==> config.mk <==
export PLATFORM = sky130hd
export DESIGN_NAME = csa_mult_arbiter
export DESIGN_NICKNAME = d
export VERILOG_FILES = /design/src/rtl/csa_mult_arbiter.sv
export SDC_FILE = /design/constraint.sdc
export NUM_CORES = 1
export LEC_CHECK = 0
export BUFFER_PORTS_ARGS = -buffer_cell sky130_fd_sc_hd__buf_2
export CAP_MARGIN = 20
export CORE_MARGIN = 4
export CORE_UTILIZATION = 47
export DETAILED_ROUTE_END_ITERATION = 6
export GPL_TIMING_DRIVEN = 1
export PLACE_DENSITY = 0.82
export SYNTH_ARGS = -nofsm -noshare
export SYNTH_HDL_FRONTEND = slang
export SYNTH_SLANG_ARGS = --single-unit
==> constraint.sdc <==
create_clock -name clk -period 2.9 [get_ports clk]
set_input_delay 0.58 -clock clk [delete_from_list [all_inputs] [get_ports clk]]
set_output_delay 0.58 -clock clk [all_outputs]
set_load 0.05 [all_outputs]
==> src/rtl/csa_mult_arbiter.sv <==
// rtl/csa_mult_arbiter.sv - round-robin arbiter sharing one external 4x4 signed multiplier
module csa_mult_arbiter #(
  parameter int NREQ = 4,
  localparam int IDW = (NREQ > 1) ? $clog2(NREQ) : 1
) (
  input  logic              clk,
  input  logic              rst_n,
  input  logic [NREQ-1:0]   req_valid,
  input  logic [4*NREQ-1:0] req_a,
  input  logic [4*NREQ-1:0] req_b,
  output logic [NREQ-1:0]   req_ready,
  output logic [3:0]        mul_a,
  output logic [3:0]        mul_b,
  input  logic [7:0]        mul_p,
  output logic              rsp_valid,
  output logic [IDW-1:0]    rsp_id,
  output logic [7:0]        rsp_p,
  input  logic              rsp_ready,
  output logic              busy
);

  typedef enum logic [1:0] {IDLE, MUL, RESP} state_t;

  state_t         state, state_nxt;
  logic [IDW-1:0] rr_ptr, op_id, winner, idx;
  logic           found, can_accept, accept;

  // Rotating priority search; IDW-bit addition wraps because NREQ is a power of two.
  always_comb begin
    found  = 1'b0;
    winner = '0;
    idx    = '0;
    for (int k = 0; k < NREQ; k++) begin
      idx = rr_ptr + IDW'(k);
      if (!found && req_valid[idx]) begin
        found  = 1'b1;
        winner = idx;
      end
    end
  end

  assign can_accept = (state == IDLE) || (state == RESP && rsp_ready);
  assign accept     = rst_n && can_accept && found;
  assign busy       = (state != IDLE);

  always_comb begin
    req_ready = '0;
    if (accept) req_ready[winner] = 1'b1;
  end

  always_comb begin
    state_nxt = state;
    case (state)
      IDLE: if (accept) state_nxt = MUL;
      MUL:  state_nxt = RESP;
      RESP: if (rsp_ready) state_nxt = accept ? MUL : IDLE;
      default: state_nxt = IDLE;
    endcase
  end

  always_ff @(posedge clk) begin
    if (!rst_n) state <= IDLE;
    else        state <= state_nxt;
  end

  // Only the winner's operand slice is ever sampled.
  always_ff @(posedge clk) begin
    if (!rst_n) begin
      rr_ptr    <= '0;
      op_id     <= '0;
      mul_a     <= '0;
      mul_b     <= '0;
      rsp_valid <= 1'b0;
      rsp_id    <= '0;
      rsp_p     <= '0;
    end else begin
      if (state == MUL) begin
        rsp_p     <= mul_p;
        rsp_id    <= op_id;
        rsp_valid <= 1'b1;
      end else if (state == RESP && rsp_ready) begin
        rsp_valid <= 1'b0;
      end
      if (accept) begin
        mul_a  <= req_a[{winner, 2'b00} +: 4];
        mul_b  <= req_b[{winner, 2'b00} +: 4];
        op_id  <= winner;
        rr_ptr <= winner + IDW'(1);
      end
    end
  end

endmodule

==> reports/metrics.cfg, run 1 <==
[clocking]
cts_buffers=3
cts_sinks=25
clk-insertion-delay-late_ns=0.33
cts_setup_buffers=0
clockBufferDepth=2
clockRootBuffer=clkbuf_4
clk_pin_slew_ns=0.14
htreeDepth=1
ctsHoldBuffers=0
cts_resized=0
cts_tree=done

[setup_path]
r2r_start=rr_ptr[1]
reg2reg_depth=6
crit_type=flip-flop to output pin
setup.worst_path.start_class=flip-flop
critPathArrivalTime_ns=1.96
cp_max_fo=8
endpoint_kind=output pin
r2r_end=mul_a[3]
ff2ff_setup_slack_ns=0.90
cp.required_ns=2.32

[yosys]
synth_seq_cells=25
yosysWarnings=0
async_flop_share_pct=0
avgSynthCellArea_um2=8.81
synth_ff_type=dfxtp_1
yosysSeqAreaShare_pct=38.4
netlist_area_mm2=0.00130
yosys.cell_types.count=33
netlist_instances=148
synth-edff-count=0
synth_nets=195

[hold_path]
hold_path_class=flip-flop to flip-flop
hold_end=op_id[0]
hold-path-cell-count=2
hold_start=op_id[0]

[routing]
drc=0
via_count=1326
via_per_inst=5.37
ant_nets=0
routedWlPerCell_um=14.0
drt-initial-drc-count=46
wirelength_mm=3.45
dr.pass1.iters=4

[floorplanning]
initial_core_util_pct=50.8
ios=71
die_w_um=60.7
die-area_mm2=0.00368
core-area_mm2=0.00257
fp-row-count=18
dieHeight_um=60.7

[sta]
tns_ns=0
finalWorstSetupSlack_ns=0.356
grt_setup_unrepaired=false
maxSlewViolCount=0
hold_viol=0
max_clock_freq_ghz=0.393
fin_hold_ws_ns=0.468
fin_crit_ns=2.54
clock_skew_ns=0.00347
fin_crit_sh_pct=87.7
worst_pin_slew_ns=0.792
slew_headroom_pct=47.1
final-setup-viol-count=0

[finish]
fin_util_pct=66.1
nets=265
area_delta_synth_final_pct=30.1
layout_common_cells=buf_2 (70), nand2_1 (25), dfxtp_1 (25), a21boi_0 (12), nand3_1 (11)
drive_gt1_share_pct=41.5
final_area_mm2=0.00170
antenna_cells=0
finalNonFillerCells=247
final_common_cell=buf_2

[grt]
grt_pass1_wl_mm=5.66
grtUsageTotal_pct=20.4
grt_max_degree=26
antenna_found_initial=0
overflow=0
grt_pass1_vias=1307

[power]
vdd_ir_drop_max_v=0.000521
sw_frac_of_total_pct=42.3
clockPowerShare_pct=15.7
cellPowerDensity_mw_per_mm2=618
power.switching_mw=0.443
p_int_mw=0.605
total_power_mw=1.05
p_leak_nw=0.814
seq_power_share_pct=40.9
comb_power_share_pct=43.4

[placed_design]
pre_cts_slack_ns=0.450
globalplace.congestion=0.785
place_hpwl_mm=2.72
postPlaceCellArea_mm2=0.00167
dp_cells=243
port_buffers=70

[status]
status=completed

[flow_run]
maxCapViolCount=0

-- routing by layer --
metal  share of wire [%]  track usage (%)  wire [µm]  vias up
met4                 1.6             7.74         55        0
li1                    -                -          -      663
met3                 8.9             3.62        306        5
met1                  40             23.8       1390      596
met2                  49             36.8       1700       62
met5                   0                0          0        -
-- worst max-delay path, cell delays in order, from the launching register on --
cell	delay [ns]
dfxtp_1	0.51
mux2i_1	0.37
o221ai_4	0.15
nand2b_1	0.23
nor2_1	0.11
buf_2	0.27
-- power groups by stage --
stage,sequential [mW],clock (mW),combinational [mW]
floorplan,0.547,0,0.238
global placement,0.433,0,0.444
detailed placement,0.435,0,0.456
CTS,0.428,0.169,0.458
global route,0.436,0.183,0.489
finish,0.428,0.165,0.455
-- how the worst max path moves through the flow --
| stage | end | slack, ns | depth (start not counted) | start |
|---|---|---|---|---|
| after floorplan | req_ready[1] | 0.19 | 5 | req_valid[1] |
| after global placement | req_ready[0] | 0.48 | 8 | rsp_ready |
| after detailed placement | req_ready[3] | 0.45 | 6 | req_valid[1] |
| after CTS | req_ready[3] | 0.37 | 5 | rr_ptr[1] |
| after global routing | req_ready[3] | 0.23 | 5 | rr_ptr[1] |
| final | req_ready[3] | 0.36 | 5 | rr_ptr[1] |
-- flip-flops by register name, indices dropped and copies added (netlist names) --
name	cells
mul_a	4
rsp_id	2
state	2
op_id	2
mul_b	4
rr_ptr	2
rsp_p	8
rsp_valid	1
-- cells in the mapped netlist, drive strengths merged, types with 2 or more instances --
cell	n	area share (%)
a211oi	4	2.3
a21boi	12	6.9
a21oi	7	2.7
buf	4	2.8
clkbuf	5	1.4
dfxtp	25	38
inv	2	0.58
mux2	8	6.9
mux2i	9	6.9
nand2	25	7.2
nand2b	4	1.9
nand3	11	4.2
nand3b	2	1.2
nor2	4	1.2
nor3	4	1.5
o211ai	4	2.3
o21a	2	1.2
o21ai	3	1.2
-- kinds of logic (layout without fill, tap and decap cells) --
kind of cell	count (synthesis)	after routing	share of synthesized area (%)
AO/OA/AOI/OAI	36	36	20.5
XOR/XNOR	1	1	0.672
AND/OR/NAND/NOR	58	58	21.8
flip-flops	25	25	38.4
buffers and inverters	11	80	4.80
multiplexers	17	17	13.8
-- layout make-up --
| type | count | area [µm²] |
|---|---|---|
| Fill cell | 230 | 871 |
| Clock buffer | 3 | 22.5 |
| Multi-Input combinational cell | 112 | 741 |
| Inverter | 2 | 7.51 |
| Tap cell | 30 | 37.5 |
| Timing Repair Buffer | 74 | 380 |
| Clock inverter | 1 | 7.51 |
| Sequential cell | 25 | 500 |
Power figures use the tool's default switching activity.
==> run 2, diff against run 1 <==
--- a/config.mk
+++ b/config.mk
@@ -8,10 +8,11 @@
 export BUFFER_PORTS_ARGS = -buffer_cell sky130_fd_sc_hd__buf_2
 export CAP_MARGIN = 20
 export CORE_MARGIN = 4
-export CORE_UTILIZATION = 47
+export CORE_UTILIZATION = 49
+export CTS_BUF_LIST = sky130_fd_sc_hd__clkbuf_4 sky130_fd_sc_hd__clkbuf_8
 export DETAILED_ROUTE_END_ITERATION = 6
 export GPL_TIMING_DRIVEN = 1
-export PLACE_DENSITY = 0.82
+export PLACE_DENSITY = 0.87
 export SYNTH_ARGS = -nofsm -noshare
 export SYNTH_HDL_FRONTEND = slang
 export SYNTH_SLANG_ARGS = --single-unit
==> reports/metrics.cfg, run 2 (synthesized netlist as in run 1, its figures left out) <==
[status]
status=completed

[finish]
finalNonFillerCells=247
largest-register=rsp_p
largest_register_ffs=8
area_delta_synth_final_pct=29.9
antenna_cells=0
largestRegisters=rsp_p x8, mul_a x4, mul_b x4
nets=265
fin_util_pct=67.8
drive_gt1_share_pct=41.5
layout_common_cells=buf_2 (70), nand2_1 (25), dfxtp_1 (25), a21boi_0 (12), nand3_1 (11)
final_common_cell=buf_2
final_area_mm2=0.00169

[setup_path]
setup.worst_path.start_class=flip-flop
cp_max_fo=8
crit_type=flip-flop to output pin
ff2ff_setup_slack_ns=0.99
crit_path_start=rr_ptr[1]
endpoint_kind=output pin
r2r_start=rr_ptr[1]
cp.required_ns=2.32
critPathArrivalTime_ns=1.91

[grt]
grt_pass1_wl_mm=5.06
overflow=0
grt_max_degree=26
antenna_found_initial=0
grt_pass1_vias=1261
grtUsageTotal_pct=18.3

[power]
seq_power_share_pct=41.5
cellPowerDensity_mw_per_mm2=608
p_leak_nw=0.818
p_int_mw=0.604
total_power_mw=1.03
vdd_ir_drop_max_v=0.000367
sw_frac_of_total_pct=41.4
comb_power_share_pct=43.8
clockPowerShare_pct=14.8
power.switching_mw=0.427

[sta]
fin_crit_sh_pct=85.9
grt_setup_unrepaired=false
hold_viol=0
finalWorstSetupSlack_ns=0.409
tns_ns=0
fin_hold_ws_ns=0.468
worst_pin_slew_ns=0.746
clock_skew_ns=0.00499
max_clock_freq_ghz=0.401
fin_crit_ns=2.49
slew_headroom_pct=50.2
final-setup-viol-count=0
maxSlewViolCount=0

[floorplanning]
initial_core_util_pct=52.2
core-area_mm2=0.00250
fp-row-count=18
ios=71
die_w_um=59.6
dieHeight_um=59.6
die-area_mm2=0.00355

[hold_path]
hold_path_class=flip-flop to flip-flop
hold_start=rsp_p[0]

[flow_run]
maxCapViolCount=0

[clocking]
clk_pin_slew_ns=0.13
cts_buffers=3
clockRootBuffer=clkbuf_4
clockBufferDepth=2
ctsHoldBuffers=0
cts_resized=0
cts_setup_buffers=0
cts_tree=done
cts_sinks=25
htreeDepth=1
clk-insertion-delay-late_ns=0.31

[placed_design]
dp_cells=243
globalplace.congestion=0.741
place_hpwl_mm=2.49
pre_cts_slack_ns=0.471
port_buffers=70
postPlaceCellArea_mm2=0.00167

[routing]
dr.pass1.iters=4
drt-initial-drc-count=48
via_count=1280
ant_nets=0
via_per_inst=5.18
wirelength_mm=3.11
drc=0
routedWlPerCell_um=12.6

run 2: power groups by stage:
stage | sequential, mW | clock [mW] | combinational (mW)
3_5_place_dp | 0.435 | 0 | 0.455
4_1_cts | 0.427 | 0.155 | 0.455
3_3_place_gp | 0.433 | 0 | 0.447
6_report | 0.427 | 0.152 | 0.451
5_1_grt | 0.434 | 0.166 | 0.489
2_1_floorplan | 0.547 | 0 | 0.238
run 2: path summary, 6_finish.rpt:
kind,to,depth (start not counted)
min reg2reg,rsp_p[0],2
max,req_ready[1],5
min,rsp_p[0],2
max reg2reg,mul_a[1],6
run 2: critical path, cell delays in order (launching register included):
cell and delay, ns:
dfxtp_1 0.50, mux2i_1 0.37, o221ai_4 0.16, nand2b_1 0.21
nor2_1 0.09, buf_2 0.27
run 2: cell type report:
cell class                 instances  area, µm²
tap                               30       37.5
clock buffer                       3       22.5
clock inverter                     1       5.00
sequential                        25        500
inverter                           2       7.51
timing repair buffer              74        380
fill                             214        806
multi-input combinational        112        741
run 2: metal layers:
| layer | share of wire, % | track usage [%] | vias up |
|---|---|---|---|
| met5 | 0 | 0 | - |
| met4 | 1.2 | 6.65 | 0 |
| met1 | 42 | 20.6 | 547 |
| li1 | - | - | 668 |
| met3 | 11 | 5.23 | 4 |
| met2 | 46 | 32.4 | 61 |
==> run 3, diff against run 2 <==
--- a/config.mk
+++ b/config.mk
@@ -9,7 +9,7 @@
 export CAP_MARGIN = 20
 export CORE_MARGIN = 4
 export CORE_UTILIZATION = 49
-export CTS_BUF_LIST = sky130_fd_sc_hd__clkbuf_4 sky130_fd_sc_hd__clkbuf_8
+export CTS_BUF_LIST = sky130_fd_sc_hd__clkbuf_8
 export DETAILED_ROUTE_END_ITERATION = 6
 export GPL_TIMING_DRIVEN = 1
 export PLACE_DENSITY = 0.87
==> reports/metrics.cfg, run 3 (synthesized netlist as in run 1, its figures left out) <==
[status]
status=completed

[setup_path]
r2r_end=mul_a[1]
ff2ff_setup_slack_ns=1.00
crit_type=primary input to output pin
critPathArrivalTime_ns=1.85
setup.worst_path.start_class=primary input
cp_cell_sequence=buf_2 -> nand2b_1 -> and3b_1 -> nand2b_1 -> inv_1 -> o21ai_0 -> nor2_1 -> buf_2
endpoint_kind=output pin
cp_max_fo=12
reg2reg_depth=6
crit_slowest_cell=buf_2
cp.required_ns=2.32
r2r_start=rr_ptr[1]
max_stage_delay_ns=0.26

[routing]
drc=0
drt-initial-drc-count=48
wirelength_mm=3.11
ant_nets=0
via_per_inst=5.15
dr.pass1.iters=4
via_count=1272
routedWlPerCell_um=12.6

[grt]
grt_max_degree=26
antenna_found_initial=0
overflow=0
grtUsageTotal_pct=18.1
grt_pass1_vias=1265
grt_pass1_wl_mm=5.06

[flow_run]
maxCapViolCount=0

[finish]
drive_gt1_share_pct=41.5
largestRegisters=rsp_p x8, mul_a x4, mul_b x4
nets=265
largest_register_ffs=8
final_area_mm2=0.00171
antenna_cells=0
layout_common_cells=buf_2 (70), nand2_1 (25), dfxtp_1 (25), a21boi_0 (12), nand3_1 (11)
largest-register=rsp_p
final_common_cell=buf_2
area_delta_synth_final_pct=31.4
finalNonFillerCells=247

[hold_path]
hold_path_class=flip-flop to flip-flop
hold-path-cell-count=2
hold_start=rsp_p[0]
hold_end=rsp_p[0]

[clocking]
clk_pin_slew_ns=0.08
clockRootBuffer=clkbuf_8
cts_setup_buffers=0
clk-insertion-delay-late_ns=0.26
cts_resized=0
cts_buffers=3
clockBufferDepth=2
cts_tree=done
ctsHoldBuffers=0
cts_sinks=25
htreeDepth=1

[sta]
fin_crit_sh_pct=83.9
max_clock_freq_ghz=0.411
fin_crit_ns=2.43
final-setup-viol-count=0
hold_viol=0
tns_ns=0
slew_headroom_pct=50.7
grt_setup_unrepaired=false
worst_pin_slew_ns=0.738
maxSlewViolCount=0
clock_skew_ns=0.00308

[floorplanning]
ios=71
die_w_um=59.6
die-area_mm2=0.00355
fp-row-count=18
core-area_mm2=0.00250
initial_core_util_pct=52.2
dieHeight_um=59.6

[power]
comb_power_share_pct=41.8
cellPowerDensity_mw_per_mm2=630
p_int_mw=0.648
clockPowerShare_pct=18.6
vdd_ir_drop_max_v=0.000446
seq_power_share_pct=39.6
sw_frac_of_total_pct=40.0
power.switching_mw=0.432
p_leak_nw=0.826

[placed_design]
globalplace.congestion=0.741
postPlaceCellArea_mm2=0.00167
port_buffers=70
place_hpwl_mm=2.49
dp_cells=243

## run 3: how the worst max path moves through the flow
stage,from,depth (start not counted),slack [ns],to
2_1_floorplan,req_valid[1],5,0.19,req_ready[1]
3_3_place_gp,rsp_ready,8,0.49,req_ready[0]
3_5_place_dp,rsp_ready,8,0.47,req_ready[0]
4_1_cts,rsp_ready,8,0.46,req_ready[0]
5_1_grt,rsp_ready,8,0.31,req_ready[0]
6_report,rsp_ready,8,0.47,req_ready[0]
## run 3: area by class of cell
cell class | instances | area [µm²]
clock buffer | 3 | 41.3
clock inverter | 1 | 5.00
fill | 211 | 787
inverter | 2 | 7.51
multi-input combinational | 112 | 741
sequential | 25 | 500
tap | 30 | 37.5
timing repair buffer | 74 | 380
## run 3: per-stage QoR
stage	total power, mW	util, %	hold WS (ns)	setup WS [ns]
finish	1.08	68.5	0.461	0.468
global route	1.14	68.5	0.494	0.311
CTS	1.09	68.5	0.465	0.464
detailed placement	0.890	66.7	0.453	0.471
global placement	0.880	66.7	0.449	0.490
floorplan	0.784	-	0.434	0.186
## run 3: power by group through the flow
stage               combinational, mW  sequential, mW  clock, mW
detailed placement              0.455           0.435          0
finish                          0.451           0.427      0.201
global placement                0.447           0.433          0
floorplan                       0.238           0.547          0
global route                    0.489           0.434      0.217
CTS                             0.455           0.427      0.205
## run 3: metal layers
metal | GRT usage [%] | share of wire, %
met1 | 20.6 | 42
met2 | 32.4 | 46
met3 | 5.88 | 11
met4 | 4.75 | 0.77
met5 | 0 | 0
## run 3: critical path: cells and delay by family
kind                   cells  cell delay (ns)
and+or+nand+nor            4             0.49
buffers and inverters      3             0.61
AOI/OAI and AO/OA          1             0.17
